===== src/rtl/cnn_sched_pkg.sv =====
// Shared types and step decode for the CNN layer step scheduler.
// The step class table and the pointwise pack-length lookup live here.
package cnn_sched_pkg;

  typedef enum logic [2:0] {
    S_IDLE    = 3'd0,
    S_ISSUE   = 3'd1,
    S_WAIT_LD = 3'd2,
    S_WAIT_CV = 3'd3,
    S_ADVANCE = 3'd4,
    S_FINISH  = 3'd5,
    S_ERR     = 3'd6
  } state_t;

  localparam logic [1:0] KIND_PIX  = 2'd0;
  localparam logic [1:0] KIND_DW   = 2'd1;
  localparam logic [1:0] KIND_PW   = 2'd2;
  localparam logic [1:0] KIND_COMP = 2'd3;

  typedef struct packed {
    logic       legal;
    logic [3:0] len;
  } pw_pack_t;

  function automatic logic [1:0] step_kind(input logic [6:0] s);
    logic [1:0] k;
    case (s)
      7'd1, 7'd2:                                       k = KIND_PIX;
      7'd3, 7'd7, 7'd11, 7'd15, 7'd19, 7'd23, 7'd27,
      7'd31, 7'd37, 7'd41, 7'd45, 7'd49:                k = KIND_DW;
      7'd5, 7'd9, 7'd13, 7'd17, 7'd21, 7'd25, 7'd29,
      7'd33, 7'd35, 7'd39, 7'd43, 7'd47, 7'd51:         k = KIND_PW;
      default:                                          k = KIND_COMP;
    endcase
    return k;
  endfunction

  // Only these input-map counts pack evenly into one weight RAM word.
  function automatic pw_pack_t pw_pack(input logic [6:0] i_f);
    pw_pack_t p;
    p.legal = 1'b1;
    case (i_f)
      7'd0:    p.len = 4'd1;
      7'd2:    p.len = 4'd3;
      7'd5:    p.len = 4'd6;
      7'd8:    p.len = 4'd9;
      7'd11:   p.len = 4'd12;
      default: begin
        p.legal = 1'b0;
        p.len   = 4'd0;
      end
    endcase
    return p;
  endfunction

endpackage


===== src/rtl/layer_step_scheduler.sv =====
// Handshaked step sequencer: issues one start per step and waits for the
// matching done pulse, with a saturating timeout that traps into ERR.
module layer_step_scheduler
  import cnn_sched_pkg::*;
#(
  parameter int NUM_STEPS = 52,
  parameter int TIMEOUT   = 65535
) (
  input  logic       clk,
  input  logic       rst,
  input  logic       go,
  input  logic [6:0] i_f,
  input  logic       ld_done,
  input  logic       cv_done,
  output logic [6:0] step,
  output logic [1:0] kind,
  output logic [3:0] pack_len,
  output logic       ld_start,
  output logic       cv_start,
  output logic       busy,
  output logic       finished,
  output logic       err
);

  localparam logic [6:0]  LAST_STEP = 7'(NUM_STEPS);
  localparam logic [15:0] TO_LIMIT  = 16'(TIMEOUT);

  state_t      state, state_next;
  logic [15:0] cnt, cnt_next, cnt_inc;
  logic [6:0]  issue_step, step_next;
  logic [1:0]  issue_kind, kind_next;
  logic [3:0]  issue_pack, pack_next;
  logic        issue_ok, take;
  logic        ld_next, cv_next, busy_next, fin_next, err_next;
  state_t      issue_state;
  pw_pack_t    pw;

  // Decode of the step about to be issued (first step or the next one).
  always_comb begin
    issue_step  = (state == S_ADVANCE) ? (step + 7'd1) : 7'd1;
    issue_kind  = step_kind(issue_step);
    pw          = pw_pack(i_f);
    issue_ok    = (issue_kind != KIND_PW) || pw.legal;
    issue_pack  = (issue_kind == KIND_DW) ? 4'd9 :
                  ((issue_kind == KIND_PW) && pw.legal) ? pw.len : 4'd0;
    issue_state = issue_ok ? S_ISSUE : S_ERR;
    cnt_inc     = (cnt == 16'hFFFF) ? cnt : (cnt + 16'd1);
  end

  // Next-state and next-output logic; all outputs are registered from here.
  always_comb begin
    state_next = state;
    cnt_next   = cnt;
    take       = 1'b0;
    case (state)
      S_IDLE, S_FINISH: begin
        take       = go;
        state_next = go ? issue_state : state;
      end
      S_ISSUE: begin
        cnt_next   = 16'd0;
        state_next = (kind == KIND_COMP) ? S_WAIT_CV : S_WAIT_LD;
      end
      S_WAIT_LD: begin
        cnt_next   = cnt_inc;
        state_next = ld_done ? S_ADVANCE : ((cnt_inc == TO_LIMIT) ? S_ERR : S_WAIT_LD);
      end
      S_WAIT_CV: begin
        cnt_next   = cnt_inc;
        state_next = cv_done ? S_ADVANCE : ((cnt_inc == TO_LIMIT) ? S_ERR : S_WAIT_CV);
      end
      S_ADVANCE: begin
        take       = (step != LAST_STEP);
        state_next = (step == LAST_STEP) ? S_FINISH : issue_state;
      end
      S_ERR:   state_next = S_ERR;
      default: state_next = S_IDLE;
    endcase
    step_next = take ? issue_step : step;
    kind_next = take ? issue_kind : kind;
    pack_next = take ? issue_pack : pack_len;
    ld_next   = take && issue_ok && (issue_kind != KIND_COMP);
    cv_next   = take && issue_ok && (issue_kind == KIND_COMP);
    busy_next = (state_next == S_ISSUE) || (state_next == S_WAIT_LD) ||
                (state_next == S_WAIT_CV) || (state_next == S_ADVANCE);
    fin_next  = (state_next == S_FINISH);
    err_next  = (state_next == S_ERR);
  end

  // State, counter and output registers with synchronous reset.
  always_ff @(posedge clk) begin
    if (rst) begin
      state    <= S_IDLE;
      cnt      <= 16'd0;
      step     <= 7'd0;
      kind     <= 2'd0;
      pack_len <= 4'd0;
      ld_start <= 1'b0;
      cv_start <= 1'b0;
      busy     <= 1'b0;
      finished <= 1'b0;
      err      <= 1'b0;
    end else begin
      state    <= state_next;
      cnt      <= cnt_next;
      step     <= step_next;
      kind     <= kind_next;
      pack_len <= pack_next;
      ld_start <= ld_next;
      cv_start <= cv_next;
      busy     <= busy_next;
      finished <= fin_next;
      err      <= err_next;
    end
  end

endmodule


===== config.mk =====
export PLATFORM = sky130hd
export DESIGN_NAME = layer_step_scheduler
export DESIGN_NICKNAME = d
export VERILOG_FILES = /design/src/rtl/cnn_sched_pkg.sv /design/src/rtl/layer_step_scheduler.sv
export SDC_FILE = /design/constraint.sdc
export NUM_CORES = 1
export LEC_CHECK = 0
export ABC_AREA = 1
export CAP_MARGIN = 25
export CORE_MARGIN = 5
export CORE_UTILIZATION = 30
export CTS_BUF_LIST = sky130_fd_sc_hd__clkbuf_2 sky130_fd_sc_hd__clkbuf_4 sky130_fd_sc_hd__clkbuf_8
export CTS_CLUSTER_DIAMETER = 40
export DETAILED_ROUTE_END_ITERATION = 12
export HOLD_SLACK_MARGIN = 0.12
export SLEW_MARGIN = 10
export SYNTH_ARGS = -nofsm -noshare
export SYNTH_HDL_FRONTEND = slang
export SYNTH_SLANG_ARGS = --single-unit

===== constraint.sdc =====
create_clock -name clk -period 2.19 [get_ports clk]
set_clock_uncertainty 0.1 [all_clocks]
set_input_delay 0.5475 -clock clk [delete_from_list [all_inputs] [get_ports clk]]
set_output_delay 0.5475 -clock clk [all_outputs]
set_load 0.01 [all_outputs]

# After elaboration in Yosys (flattened, before gate mapping)
# Memory sizes are Yosys's and may differ from the RTL's.
# Cells that the tools add are included.
# totals
register_bits,37
mem_bits_ro,128
input_bits,12
output_inout_bits,18
word_cells,71
memories,1
# mem_list
name,words,word_bits,read_ports,rd_ports_with_merged_regs,write_ports,line_no,rtl
(no name shown),64,2,1,0,0,cnn_sched_pkg.sv:27,case (s)
# classes
n_addsub,2
eq_ne,26
muxes,18
n_reduce_logical,14
# op_table
cell,n
"16-bit == test, second input constant",2
16-bit case mux with 2 select lines,1
3-bit two-way mux,7
4-bit case mux with 5 select lines,1
"3-bit == test, second input constant",6
3-bit case mux with 6 select lines,1
"16-bit by 1-bit adder with 16-bit output, second input constant",1
16-bit two-way mux,1
"7-bit by 4-bit == test with 1-bit output, second input constant",2
"3-bit by 2-bit == test with 1-bit output, second input constant",4
4-bit two-way mux,2
"7-bit by 1-bit adder with 7-bit output, second input constant",1
"7-bit by 2-bit == test with 1-bit output, second input constant",1
"7-bit by 3-bit == test with 1-bit output, second input constant",1
"7-bit by 6-bit == test with 1-bit output, second input constant",1
7-bit logical NOT,1
7-bit two-way mux,1
"7-bit by 6-bit inequality test with 1-bit output, second input constant",1
"2-bit == test, second input constant",3
"3-bit by 1-bit == test with 1-bit output, second input constant",2
5-bit OR reduction,1
1-bit logical AND,4
1-bit logical OR,4
"2-bit inequality test, second input constant",2
other kinds (7),9

# Logic depth before layout (Yosys ltp)
# An unclocked memory read counts as a cell.
# depth
ltp_word,13
depth_mapped,20
mapped_depth_nobuf,20

# Worst setup path before layout
# Ideal clock, no wire load.
# synth_path
path_kind,reg2reg
startpoint,register step[0]
endpoint,register err
setup_ps,115
arrival_time_ps,2170
t_required_ps,1975
slack_ps,-196
path_stages_with_launch,17
n_path_buf,0
synth_period_minus_slack_ps,2386
cell_sequence,dfxtp_1 > inv_1 > ha_1 > nand2_1 > inv_1 > ha_1 > inv_1 > nand3_1 > nand3_1 > nand3_1 > a21oi_1 > nor2_2 > nand4_1 > nand2_1 > a21oi_2 > nor2_1 > and3_1
# synth_via
elab_chain_cells,10
word_cells_on_any_way,12
cone_classes,1 x add/sub; 3 x eq/ne; 6 x mux; 1 x reduce/logical; 1 x memory
# synth_lines
item,line_no,rtl
start: declaration,layer_step_scheduler.sv:15,"output logic [6:0] step,"
start signal: assignment,layer_step_scheduler.sv:106,step <= step_next;
7-bit by 1-bit adder with 7-bit output (*),layer_step_scheduler.sv:40,issue_step = (state == S_ADVANCE) ? (step + 7'd1) : 7'd1;
7-bit two-way mux (*),layer_step_scheduler.sv:40,
via issue_step[1],layer_step_scheduler.sv:30,"logic [6:0] issue_step, step_next;"
memory 64 x 2 bit (*),n/a,
2-bit two-way mux (*),cnn_sched_pkg.sv:27,
2-bit inequality test (*),layer_step_scheduler.sv:43,issue_ok = (issue_kind != KIND_PW) || pw.legal;
1-bit logical OR (*),layer_step_scheduler.sv:43,
3-bit two-way mux (*),layer_step_scheduler.sv:46,issue_state = issue_ok ? S_ISSUE : S_ERR;
"3-bit two-way mux, on equally long branches","layer_step_scheduler.sv:74, layer_step_scheduler.sv:58",
3-bit case mux with 6 select lines (*),layer_step_scheduler.sv:55,case (state)
3-bit == test (*),layer_step_scheduler.sv:87,err_next = (state_next == S_ERR);
end signal: assignment,layer_step_scheduler.sv:113,err <= err_next;
end: declaration,layer_step_scheduler.sv:22,output logic err
# Mark *: on every way through the listed nets, which the timed path passes. The rest lies on a longest branch.
# A chain may end at the register's enable or synchronous reset.

# Worst setup path in the final report
# Ends and elaborated chain as after synthesis.

==> flow_metrics.env <==
export IMPL_antenna_cells=0
export IMPL_dieArea_um2=10760
export IMPL_synth_area_um2=2636
export IMPL_cts_path_max_buffers=2
export IMPL_min_path_cells=2
export IMPL_post_route_drc_count=0
export IMPL_antenna_found_initial=0
export IMPL_timing_final_ws_setup_ps=-112.0
export IMPL_crit_slowest_cell="dfxtp_4"
export IMPL_cp_data_arrival_time_ps=2460
export IMPL_syn_inst=429
export IMPL_final_antenna_net_count=0
export IMPL_endpoint_kind="flop"
export IMPL_fin_cells=662
export IMPL_p_leak_uw=0.001888
export IMPL_slowest_delay_ps=390
export IMPL_wl_um=8011
export IMPL_final_cell_mix="133 x nand2_1, 94 x buf_4, 39 x inv_1"
export IMPL_power_density_nw_per_um2=852.1
export IMPL_cp_cell_sequence="inv_4 > ha_4 > nand2_4 > inv_4 > ha_4 > buf_4 > nand3_1 > nand2_2 > a21oi_4 > nor2_4 > nand4_1 > nand2_1 > inv_2 > nor2_4 > buf_4 > and3_4"
export IMPL_crit_reg2reg_launch="step[0]"
export IMPL_syn2layout_area_growth_pct=58.52
export IMPL_io_buffers=29
export IMPL_nFillCells=871
export IMPL_final_common_cell="nand2_1"
export IMPL_rsz0062_at_grt="true"
export IMPL_post_route_period_util_pct=105.1
export IMPL_reg2reg_depth=16
export IMPL_max_freq_ghz=0.4344
export IMPL_die_h_um=103.7
export IMPL_seqPwrFrac_pct=27.4
export IMPL_viasPerCell=4.704
export IMPL_tightestPinTransition_ps=516.0
export IMPL_hold_violations=0
export IMPL_yosysWarnings=0
export IMPL_swShare_pct=43.25
export IMPL_yosysSeqAreaShare_pct=28.10
export IMPL_drive_above_1_share_pct=37.36
export IMPL_synth_top_area_share_pct=28.10
export IMPL_place_hpwl_um=5976
export IMPL_clk_pin_slew_ps=90
export IMPL_crit_start="step[0]"
export IMPL_hold_class="flop to flop"
export IMPL_yosys_area_top_type="dfxtp_1"
export IMPL_p_int_uw=2021
export IMPL_grt_max_degree=21
export IMPL_vias=3114
export IMPL_status="complete, but fails checks"
export IMPL_cp_num_buf_inv=5
export IMPL_power_frac_clock_pct=14.4
export IMPL_grt_pass1_wl_um=13460
export IMPL_place_area_um2=3742
export IMPL_io_pins=30
export IMPL_rows=34
export IMPL_gp_congestion=0.8431
export IMPL_ys_types=32
export IMPL_nets=571
export IMPL_gr_total_overflow=0
export IMPL_die_width_um=103.7
export IMPL_vdd_drop_max_mv=0.5604
export IMPL_cts_root_buf="clkbuf_8"
export IMPL_p_sw_uw=1540
export IMPL_synth_area_per_cell_um2=6.145
export IMPL_cts_buffers=5
export IMPL_worstSetupPathType="flop to flop"
export IMPL_cp_start_kind="flop"
export IMPL_slew_headroom_pct=65.56
export IMPL_finalMaxSlewViolations=0
export IMPL_cts_hold_buf=0
export IMPL_clock_latency_ps=310
export IMPL_cts_tree="built"
export IMPL_r2r_end="err"
export IMPL_clkSinkCount=37
export IMPL_crit_required_ps=2350
export IMPL_wl_per_cell_um=12.10
export IMPL_r2r_slack_ps=-110
export IMPL_cp_max_fo=5
export IMPL_drtIter0Drc=61
export IMPL_worstHoldStart="pack_len[1]"
export IMPL_htreeDepth=2
export IMPL_grt_usage_pct=14.62
export IMPL_violations="negative setup slack"
export IMPL_synth_seq_cells=37
export IMPL_p_comb_share_pct=58.1
export IMPL_synth_nets=447
export IMPL_setup_violations=9
export IMPL_place_inst=642
export IMPL_core_um2=8636
export IMPL_worstHoldEndpoint="pack_len[1]"
export IMPL_start_util_pct=30.53
export IMPL_crit_family="simple AND/OR/NAND/NOR gates"
export IMPL_cap_violations=0
export IMPL_final_cell_area_um2=4179
export IMPL_grt_pass1_vias=2973
export IMPL_fin_crit_ps=2302
export IMPL_first_pass_iters=4
export IMPL_synth_area_leaders="dfxtp_1 28%, nand2_1 20%, inv_1 6.7%"
-- worst reg2reg max path: cells and delay by family, from the launching register on --
kind / cells / cell delay [ps]
buf+inv: 5 / 390
fa+ha+maj: 2 / 410
simple gates: 8 / 910
compound gates: 1 / 70
flops: 1 / 390
-- cell families (layout without fill, tap and decap cells) --
group | after synthesis | after routing | share of synthesized area [%]
AOI/OAI and AO/OA | 59 | 59 | 12.29
xor gates and xnor gates | 5 | 5 | 1.661
adders and majority gates | 6 | 6 | 2.848
buffers and inverters | 62 | 187 | 9.634
DFF | 37 | 37 | 28.10
and+or+nand+nor | 260 | 260 | 45.47
-- sequential cells by signal (all words and copies together) (netlist names) --
name	cells
busy	1
cnt	16
cv_start	1
err	1
finished	1
kind	2
ld_start	1
pack_len	4
state	3
step	7
-- routing by layer --
metal	share of wire (%)	up-vias	track usage (%)
met5	0	-	0
met4	1.1	0	3.515
met3	2.6	10	2.488
met2	52	38	26.28
met1	45	1436	18.03
li1	-	1630	-
-- per-stage QoR --
stage	hold slack [ps]	setup WS [ps]	TNS [ps]	util, %	total power, µW
floorplan	368.1	5.815	0	-	1950
global placement	370.6	-245.9	-1452	43.34	2687
detailed placement	365.0	-368.6	-2699	43.34	2722
CTS	387.2	-58.74	-107.1	47.07	3481
global route	420.3	-272.3	-2104	48.39	3836
finish	383.8	-112.0	-492.6	48.39	3561
-- cells in the mapped netlist --
master and n:
a21oi_2 1, nor4_1 1, a21oi_1 32, ha_1 6, clkbuf_1 6, nor2_8 2
nand4_1 16, dfxtp_1 37, xnor2_1 3, nor2_1 42, nand2_1 139, inv_4 1
o211ai_1 3, buf_4 2, and3_1 1, o21ai_0 13, a21o_1 1, nor2_4 3
nand2_2 10, o21ai_1 3, nand3_2 4, o21a_1 2, nor2_2 5, o21bai_1 4
or2_2 1, nand3_1 29, nor3_1 5, nand2_4 2, inv_2 5, xor2_1 2
inv_1 47, buf_8 1
-- timing repair --
item / in CTS / in global routing
resized for setup: 46 / 23
pin swaps: 35 / 10
endpoints found under the setup margin: 11 / 17
endpoints found under the hold margin: 0 / 0
setup buffers: 9 / 3
-- worst max-delay path by stage --
stage	end	slack, ps	cells past startpoint
6_report	err	-110	16
5_1_grt	busy	-270	18
4_1_cts	busy	-60	17
3_5_place_dp	busy	-370	14
3_3_place_gp	err	-250	13
2_1_floorplan	busy	6	17
-- cell type report --
class / instances / area, µm² / share of cell area, %
Sequential cell: 37 / 767.0 / 18.35
Tap cell: 108 / 135.1 / 3.234
Timing Repair Buffer: 126 / 1039 / 24.85
Clock buffer: 5 / 68.82 / 1.647
Multi-Input combinational cell: 330 / 1936 / 46.32
Clock inverter: 3 / 22.52 / 0.5389
Inverter: 53 / 211.5 / 5.060
-- power by group through the flow --
stage / clock [µW] / combinational (µW) / sequential, µW
after global routing: 561 / 2280 / 998
after detailed placement: 0 / 1750 / 970
final: 514 / 2070 / 977
after global placement: 0 / 1720 / 963
after CTS: 533 / 1980 / 966
after floorplan: 0 / 938 / 1010
Power figures use the tool's default switching activity.
